--- config.mk ---
export PLATFORM = sky130hd
export DESIGN_NAME = fixed_leaky_relu_pipelined
export DESIGN_NICKNAME = d
export VERILOG_FILES = /design/src/rtl/fixed_leaky_relu_pipelined.sv
export SDC_FILE = /design/constraint.sdc
export NUM_CORES = 1
export LEC_CHECK = 0
export ABC_AREA = 0
export CAP_MARGIN = 20
export CORE_ASPECT_RATIO = 0.75
export CORE_MARGIN = 3
export CORE_UTILIZATION = 65
export CTS_CLUSTER_SIZE = 28
export DETAILED_ROUTE_END_ITERATION = 7
export GPL_ROUTABILITY_DRIVEN = 0
export MAX_ROUTING_LAYER = met4
export PLACE_DENSITY = 0.95
export SLEW_MARGIN = 20
export SYNTH_ARGS = -nofsm -noshare
export SYNTH_HDL_FRONTEND = slang
export SYNTH_SLANG_ARGS = --single-unit
--- constraint.sdc ---
create_clock -name clk -period 14.6 [get_ports clk]
set_clock_uncertainty 0.1 [all_clocks]
set_input_delay 2.92 -clock clk [delete_from_list [all_inputs] [get_ports clk]]
set_output_delay 2.92 -clock clk [all_outputs]
set_load 0.1 [all_outputs]
--- src/rtl/fixed_leaky_relu_pipelined.sv ---
// Purpose: per-lane ReLU / LeakyReLU / identity on signed fixed-point lanes with rescale, rounding and saturation.
// Latency: 2 cycles from input handshake to data_out_0_valid; one beat per cycle when unstalled.
// Backpressure: valid/ready skid-free pipeline; a full stage holds its data and bubbles collapse.
module fixed_leaky_relu_pipelined #(
    parameter int DATA_IN_0_PRECISION_0       = 8,
    parameter int DATA_IN_0_PRECISION_1       = 4,
    parameter int DATA_IN_0_TENSOR_SIZE_DIM_0 = 8,
    parameter int DATA_IN_0_TENSOR_SIZE_DIM_1 = 1,
    parameter int DATA_IN_0_PARALLELISM_DIM_0 = 4,
    parameter int DATA_IN_0_PARALLELISM_DIM_1 = 1,
    parameter int DATA_OUT_0_PRECISION_0       = 8,
    parameter int DATA_OUT_0_PRECISION_1       = 4,
    parameter int DATA_OUT_0_TENSOR_SIZE_DIM_0 = 8,
    parameter int DATA_OUT_0_TENSOR_SIZE_DIM_1 = 1,
    parameter int DATA_OUT_0_PARALLELISM_DIM_0 = 4,
    parameter int DATA_OUT_0_PARALLELISM_DIM_1 = 1,
    parameter int NEGATIVE_SLOPE_PRECISION_0 = 8,
    parameter int NEGATIVE_SLOPE_PRECISION_1 = 7,
    parameter int NEGATIVE_SLOPE_VALUE       = 13,
    parameter int ROUNDING                   = 0
) (
    input  logic                              clk,
    input  logic                              rst,
    input  logic [DATA_IN_0_PRECISION_0-1:0]  data_in_0 [DATA_IN_0_PARALLELISM_DIM_0*DATA_IN_0_PARALLELISM_DIM_1-1:0],
    input  logic                              data_in_0_valid,
    output logic                              data_in_0_ready,
    output logic [DATA_OUT_0_PRECISION_0-1:0] data_out_0 [DATA_IN_0_PARALLELISM_DIM_0*DATA_IN_0_PARALLELISM_DIM_1-1:0],
    output logic                              data_out_0_valid,
    input  logic                              data_out_0_ready,
    input  logic                              cfg_valid,
    input  logic [NEGATIVE_SLOPE_PRECISION_0-1:0] cfg_slope,
    input  logic [1:0]                        cfg_mode
);

    localparam int N     = DATA_IN_0_PARALLELISM_DIM_0 * DATA_IN_0_PARALLELISM_DIM_1;
    localparam int W_IN  = DATA_IN_0_PRECISION_0;
    localparam int F_IN  = DATA_IN_0_PRECISION_1;
    localparam int W_S   = NEGATIVE_SLOPE_PRECISION_0;
    localparam int F_S   = NEGATIVE_SLOPE_PRECISION_1;
    localparam int W_OUT = DATA_OUT_0_PRECISION_0;
    localparam int F_OUT = DATA_OUT_0_PRECISION_1;
    localparam int W_P   = W_IN + W_S;
    // One bit of headroom over the widest operand so the rounding add never wraps.
    localparam int W_E   = ((W_P > W_OUT) ? W_P : W_OUT) + 1;
    localparam int SH_X  = F_IN - F_OUT;
    localparam int SH_P  = F_IN + F_S - F_OUT;

    localparam logic signed [W_E-1:0] OUT_MAX = {{(W_E-W_OUT+1){1'b0}}, {(W_OUT-1){1'b1}}};
    localparam logic signed [W_E-1:0] OUT_MIN = {{(W_E-W_OUT+1){1'b1}}, {(W_OUT-1){1'b0}}};

    localparam logic [1:0] MODE_RELU  = 2'b00;
    localparam logic [1:0] MODE_LEAKY = 2'b01;

    if (F_OUT > F_IN
        || DATA_OUT_0_TENSOR_SIZE_DIM_0 != DATA_IN_0_TENSOR_SIZE_DIM_0
        || DATA_OUT_0_TENSOR_SIZE_DIM_1 != DATA_IN_0_TENSOR_SIZE_DIM_1
        || DATA_OUT_0_PARALLELISM_DIM_0 != DATA_IN_0_PARALLELISM_DIM_0
        || DATA_OUT_0_PARALLELISM_DIM_1 != DATA_IN_0_PARALLELISM_DIM_1) begin : g_bad_params
        $error("fixed_leaky_relu_pipelined: output format must not add fraction bits and shapes must match");
    end

    // Arithmetic right shift by sh, optionally rounding half up first.
    function automatic logic signed [W_E-1:0] rescale(input logic signed [W_E-1:0] v, input int sh);
        logic signed [W_E-1:0] half;
        half = (ROUNDING != 0 && sh > 0) ? (W_E'(1) << (sh - 1)) : '0;
        return (v + half) >>> sh;
    endfunction

    // Clamp into the signed output range.
    function automatic logic [W_OUT-1:0] saturate(input logic signed [W_E-1:0] v);
        if (v > OUT_MAX)      return OUT_MAX[W_OUT-1:0];
        else if (v < OUT_MIN) return OUT_MIN[W_OUT-1:0];
        else                  return v[W_OUT-1:0];
    endfunction

    logic signed [W_S-1:0] slope_reg;
    logic [1:0]            mode_reg;

    logic                  s1_valid;
    logic signed [W_IN-1:0] s1_x [N];
    logic signed [W_P-1:0]  s1_p [N];
    logic [N-1:0]          s1_neg;
    logic [1:0]            s1_mode;

    logic signed [W_P-1:0] prod   [N];
    logic [W_OUT-1:0]      s2_res [N];

    logic s1_ready;
    logic s2_ready;

    assign s2_ready        = !data_out_0_valid || data_out_0_ready;
    assign s1_ready        = !s1_valid || s2_ready;
    assign data_in_0_ready = s1_ready;

    for (genvar i = 0; i < N; i++) begin : g_lane
        logic signed [W_E-1:0] x_e;
        logic signed [W_E-1:0] p_e;
        logic                  use_p;
        logic                  use_zero;

        // Full-precision product at F_IN+F_S fraction bits.
        assign prod[i] = $signed({{W_S{data_in_0[i][W_IN-1]}}, data_in_0[i]})
                       * $signed({{W_IN{slope_reg[W_S-1]}}, slope_reg});

        assign x_e      = {{(W_E-W_IN){s1_x[i][W_IN-1]}}, s1_x[i]};
        assign p_e      = {{(W_E-W_P){s1_p[i][W_P-1]}}, s1_p[i]};
        assign use_p    = s1_neg[i] && (s1_mode == MODE_LEAKY);
        assign use_zero = s1_neg[i] && (s1_mode == MODE_RELU);

        assign s2_res[i] = use_p    ? saturate(rescale(p_e, SH_P)) :
                           use_zero ? '0 :
                                      saturate(rescale(x_e, SH_X));
    end

    // Run-time configuration; a beat accepted this cycle already captured the old values.
    always_ff @(posedge clk) begin
        if (rst) begin
            slope_reg <= W_S'(NEGATIVE_SLOPE_VALUE);
            mode_reg  <= MODE_LEAKY;
        end else if (cfg_valid) begin
            slope_reg <= cfg_slope;
            mode_reg  <= cfg_mode;
        end
    end

    // Stage 1 occupancy.
    always_ff @(posedge clk) begin
        if (rst) begin
            s1_valid <= 1'b0;
        end else if (s1_ready) begin
            s1_valid <= data_in_0_valid;
        end
    end

    // Stage 1 payload: product, raw input, sign and the mode in force when the beat arrived.
    always_ff @(posedge clk) begin
        if (data_in_0_valid && s1_ready) begin
            for (int i = 0; i < N; i++) begin
                s1_x[i]   <= data_in_0[i];
                s1_p[i]   <= prod[i];
                s1_neg[i] <= data_in_0[i][W_IN-1];
            end
            s1_mode <= mode_reg;
        end
    end

    // Stage 2: registered output, held while downstream stalls.
    always_ff @(posedge clk) begin
        if (rst) begin
            data_out_0_valid <= 1'b0;
            for (int i = 0; i < N; i++) begin
                data_out_0[i] <= '0;
            end
        end else if (s2_ready) begin
            data_out_0_valid <= s1_valid;
            if (s1_valid) begin
                for (int i = 0; i < N; i++) begin
                    data_out_0[i] <= s2_res[i];
                end
            end
        end
    end

endmodule

Yosys cells after proc, flatten, opt, wreduce, memory -nomap -nowiden
Memory sizes are Yosys's and may differ from the RTL's.
Index checks and enable logic that the tools add are counted.
Operators by class
  reduce and logical (&&, ||, !) cells: 15
  equality and inequality tests: 1
  $mul: 4
  magnitude comparators: 16
  muxes and demuxes: 26
Operators by type and width (number)
  8-bit 2-to-1 mux: 24
  8-bit by 8-bit multiplier with 16-bit output: 4
  9-bit by 8-bit greater-than comparator with 1-bit output (second input constant): 4
  9-bit by 8-bit < comparator with 1-bit output (second input constant): 4
  8-bit greater-than comparator (second input constant): 4
  8-bit < comparator (second input constant): 4
  1-bit logical AND: 9
  2-bit by 1-bit == test with 1-bit output (second input constant): 1
  1-bit logical NOT: 2
  2-bit logical NOT: 1
  1-bit logical OR: 2
  1-bit 2-to-1 mux: 2
  2-bit AND reduction: 1
Word-level totals
  register bits: 50
  RAM bits: 96
  memories: 2
  output and inout bits: 34
Memories
  s1_p: depth 4, width 16, rd ports 4, clocked after Yosys merged registers in 0, write ports 4, line 81  | logic signed [W_P-1:0] s1_p [N];
  s1_x: depth 4, width 8, rd ports 4, clocked after Yosys merged registers in 0, write ports 4, line 80  | logic signed [W_IN-1:0] s1_x [N];

Depth between registers and ports, before layout
  depth after elaboration: 6
  mapped depth: 18
  gate-level depth less buffers: 17

Least setup slack after synthesis
OpenSTA, ideal clock, no wires.
  path type: input to register
  start: in data_in_0[15] in the netlist's numbering
  end: mem s1_p[1][15] in the netlist's numbering (data pin)
  path slack: 7.558 ns
  path buffers: 0
  required time: 14.240 ns
  stages on the path: 15
  setup time: 0.260 ns
  data arrival time: 6.682 ns
  cell sequence: and2_1 > fa_1 > inv_1 > fa_1 > inv_1 > fa_1 > inv_1 > fa_1 > inv_1 > ha_1 > or3_1 > a31o_2 > a31oi_1 > o21bai_1 > xnor2_1
RTL lines
  start: declaration: line 24  | input logic [DATA_IN_0_PRECISION_0-1:0] data_in_0 [DATA_IN_0_PARALLELISM_DIM_0*DATA_IN_0_PARALLELISM_DIM_1-1:0 ...
  end: declaration: line 81

Final worst setup path
  start: in data_out_0_ready
  end: out data_in_0_ready
Between the ends
  cells in the longest elaborated chain, start to end: 2
RTL lines
  start: declaration: line 29  | input logic data_out_0_ready,
  1-bit logical OR: line 91  | assign s2_ready = !data_out_0_valid || data_out_0_ready;
  1-bit logical OR: line 92  | assign s1_ready = !s1_valid || s2_ready;
  end: declaration: line 26  | output logic data_in_0_ready,
No other way between the ends.

==> results.txt <==
The global-route wire length before repair is around 55000 um. The maximum fanout along the worst path came out at 5. The arrival time of the worst setup path is ~4.8 ns. The actual slew at the worst max-slew pin is a little over 1 ns. The number of standard-cell rows in the floorplan is 44. The number of design rule violations left after detail routing is 0. The register with the most flip-flops in the final layout is s1_p. The wire length on met3 came out at roughly 3300 um. The worst setup path is launched from an input port. The number of unique standard cell types used by synthesis is 45. The average detailed-routed wire length per instance is about 20 um. The worst hold path startpoint is mode_reg[1]$_SDFFE_PP0P_. The post-synthesis cell count came out at 1338. The largest vdd supply drop is about 0.094 mV. The pre-CTS setup slack is roughly 6.6 ns.

The power density of the placed cells came out at 149 mW/mm^2. The setup TNS is 0 ns. The share of synthesized area occupied by flip-flops and latches is 0.226. The overall track demand over capacity in global routing is 0.332.

Setup repair after global routing left no endpoint under its margin. The initial antenna violation count came out at 0. For this run, the number of standard cells in the final layout without fillers is 1677. The worst max-slew margin expressed relative to the limit came out at 0.315.

The share of the synthesized area in the top cell type came out at 0.321. The height of the die is 130 um. The count of cells along the worst hold path came out at 0. STA classifies the critical path endpoint as an output port. The final standard cell utilization of the core is 0.754.

The worst register-to-register path begins at slope_reg[7]$_SDFFE_PP0P_. The area added between synthesis and finish is 12.2%. The setup slack of the worst register-to-register path came out at 8.07 ns. Clock tree synthesis inserted a total of 17 buffers. The total grt overflow is 0. The horizontal extent of the die is 171 um.

The number of global-route vias before repair came out at between 10000 and 15000. In this run, synthesis produced a sequential element count of between 100 and 150. The number of clock sinks is 114. The most common cell after layout, fill and taps aside is sky130_fd_sc_hd__inv_1. Grouping stages by cell kind, the critical path spends the most delay in buffers and inverters. The net count of the mapped netlist came out at between 1500 and 2000. The final-report max-slew violation count is 0. In the post-synthesis netlist, the biggest area contributors are sky130_fd_sc_hd__fa_1, sky130_fd_sc_hd__edfxtp_1, sky130_fd_sc_hd__ha_1. The post-placement cell count came out at 1645. The net count of the finished layout is between 1500 and 2000.

The run finished with clean final reports. Setup violations remaining at the end of the flow were counted as 0. The number of warnings issued by yosys is 0. The pin count of the biggest net entering global routing came out at 71. The number of iterations in the first detailed-routing pass is 6. The post-layout worst setup margin is roughly 7 ns. The number of levels in the clock H-tree is 4. Post-CTS repair changed the size of 0 cells.

The slowest stage of the critical path belongs to the cell sky130_fd_sc_hd__clkdlybuf4s50_1. The async set-reset flop share out of synthesis came out at 0. The clock period could shrink to between 7 and 8 ns. The floorplan die area is approximately 0.022 mm^2. For this run, the leading register cell type out of synthesis is sky130_fd_sc_hd__edfxtp_1.

The required time at the worst-slack endpoint is 11.58 ns. The clock transition at the register clock pins on the worst setup and hold paths after CTS is ~0.060 ns. In the layout the commonest cells are sky130_fd_sc_hd__inv_1, sky130_fd_sc_hd__fa_1, sky130_fd_sc_hd__and2_1. The peak clock frequency supported by timing is 128 MHz. The worst setup path is of the input port to output port kind. For this design the static power due to leakage is roughly 0.0068 uW. The area of the core came out at between 0.015 and 0.02 mm^2.

The final HPWL from detailed placement came out at ~24000 um. The number of fill cells in the layout came out at approximately 1200. The cell that appears most often on the critical path is sky130_fd_sc_hd__clkdlybuf4s50_1.

After detailed routing, no signal wire sits above met4. The cell taking the most area after synthesis is sky130_fd_sc_hd__fa_1. The critical path goes through clkdlybuf4s50_1 -> nor2b_1 -> nand2_1 -> clkdlybuf4s50_1. The number of enable flip-flop cells after synthesis is 70.

Summed over all nets, wire length on met2 after detailed routing comes to ~16000 um. The largest registers in the layout are s1_p (36), data_out_0 (32), s1_x (29). In this run the worst hold path is classified as register to register.

After synthesis the cells add up to about 0.013 mm^2. The count of max-cap constraint violations is 0. The total I/O pin count is between 80 and 90.

The final hold violation count is 0. The terminus of the critical flop-to-flop path is s1_p[1][15]$_DFFE_PP_. The tree is rooted in a sky130_fd_sc_hd__clkbuf_16.

The antenna cell count is 0. The vias after detailed routing is roughly 10000. The register with the most flip-flops in the layout has 36 of them.

In this run the post-CTS setup repair buffer count came out at 0. The clock tree from TritonCTS is built. Using the TritonRoute via totals, the vias-per-cell ratio works out to approximately 6.

Dividing the final minimum period by the clock period gives 0.534. The delay of the slowest cell on the worst path is about 0.98 ns. The post-route worst hold slack is roughly 0.35 ns.

The worst register-to-register path has a depth of 16. The clock network latency to the later pin of the worst-skew pair came out at approximately 0.44 ns. The effective utilization at floorplan came out at 0.673. The quantity of hold-fixing buffers added after cts is 0. The final antenna-violating net count came out at 0. The detailed router put a total of ~12000 um of wire on met1. The number of design-rule violations left by the first detailed-router iteration came out at about 1100. The worst hold path terminates at s1_mode[1]$_DFFE_PP_. The total buffers and inverters traversed by the critical path came out at 2. Averaged over all synthesized cells, the footprint is around 10 um^2. Port buffering added 80 buffers. The longest clock path from root to sink contains 2 buffers. The proportion of layout cells with a drive suffix above 1 came out at 0.0372. The total length of routed wires came out at 33200 um.
==> layout make-up <==
type | instances | area, um^2 | share of cell area
well taps | 253 | 317 | 0.0214
clock buffers | 17 | 425 | 0.0287
clock inverters | 15 | 123 | 0.00827
inverters | 276 | 1040 | 0.0699
multi-input cells | 911 | 9060 | 0.611
flip-flops and latches | 114 | 2980 | 0.201
repair buffers | 91 | 878 | 0.0592
==> report_power, final <==
group | switching [uW] | leakage (uW) | internal [uW]
Sequential | 31.7 | 0.00105 | 477
Combinational | 756 | 0.00549 | 550
Clock | 174 | 0.000264 | 221
==> per-layer routing <==
metal / vias to the layer above / track usage
li1: 4312 / -
met1: 4971 / 0.390
met2: 589 / 0.533
met3: 169 / 0.0781
met4: 0 / 0.181
met5: - / -
==> synth_stat cells (all sizes together) (11+ instances only) <==
cell,number
a211oi,28
a21oi,59
and2,150
and3,11
clkbuf,34
dfxtp,44
edfxtp,70
fa,212
ha,108
inv,275
nand2,69
nand2b,16
nor2,86
nor2b,14
o21ai,39
xnor2,49
xor2,12
==> worst max-delay path by stage <==
stage                      from                    end  cells past startpoint
6_report       data_out_0_ready        data_in_0_ready                      4
5_1_grt        data_out_0_ready        data_in_0_ready                      4
4_1_cts        data_out_0_ready        data_in_0_ready                      4
3_5_place_dp      data_in_0[15]  s1_p[1][15]$_DFFE_PP_                     17
3_3_place_gp      data_in_0[15]  s1_p[1][15]$_DFFE_PP_                     16
2_1_floorplan     data_in_0[15]  s1_p[1][15]$_DFFE_PP_                     15
==> stage by stage <==
stage / instance area (um^2) / power (uW)
after CTS: 14800 / 2200
after global placement: 14300 / 1680
after global routing: 14800 / 2380
after detailed placement: 14300 / 1770
final: 14800 / 2210
after floorplan: 13200 / 1470
==> kinds of logic (layout without fill, tap and decap cells) <==
kind of cell,after synthesis,in the layout,share of synthesized area
simple gates,361,361,0.141
fa+ha+maj,320,320,0.423
buf+inv,313,399,0.0890
compound gates,163,163,0.0757
flops,114,114,0.226
xor+xnor,61,61,0.0404
mux,6,6,0.00454
==> worst register-to-register path, cell delays in order, from the launching register on <==
cell and delay [ns]:
sky130_fd_sc_hd__dfxtp_1 1.00, sky130_fd_sc_hd__clkinv_1 0.84, sky130_fd_sc_hd__buf_4 0.46, sky130_fd_sc_hd__nor2_1 0.20, sky130_fd_sc_hd__fa_1 0.45, sky130_fd_sc_hd__fa_1 0.54, sky130_fd_sc_hd__fa_1 0.55, sky130_fd_sc_hd__inv_1 0.06
sky130_fd_sc_hd__fa_1 0.52, sky130_fd_sc_hd__inv_1 0.04, sky130_fd_sc_hd__ha_1 0.21, sky130_fd_sc_hd__nor3_1 0.18, sky130_fd_sc_hd__o311ai_0 0.25, sky130_fd_sc_hd__a31o_2 0.33, sky130_fd_sc_hd__a31oi_1 0.30, sky130_fd_sc_hd__o21bai_1 0.13
sky130_fd_sc_hd__xnor2_1 0.14
Power figures use the tool's default switching activity.
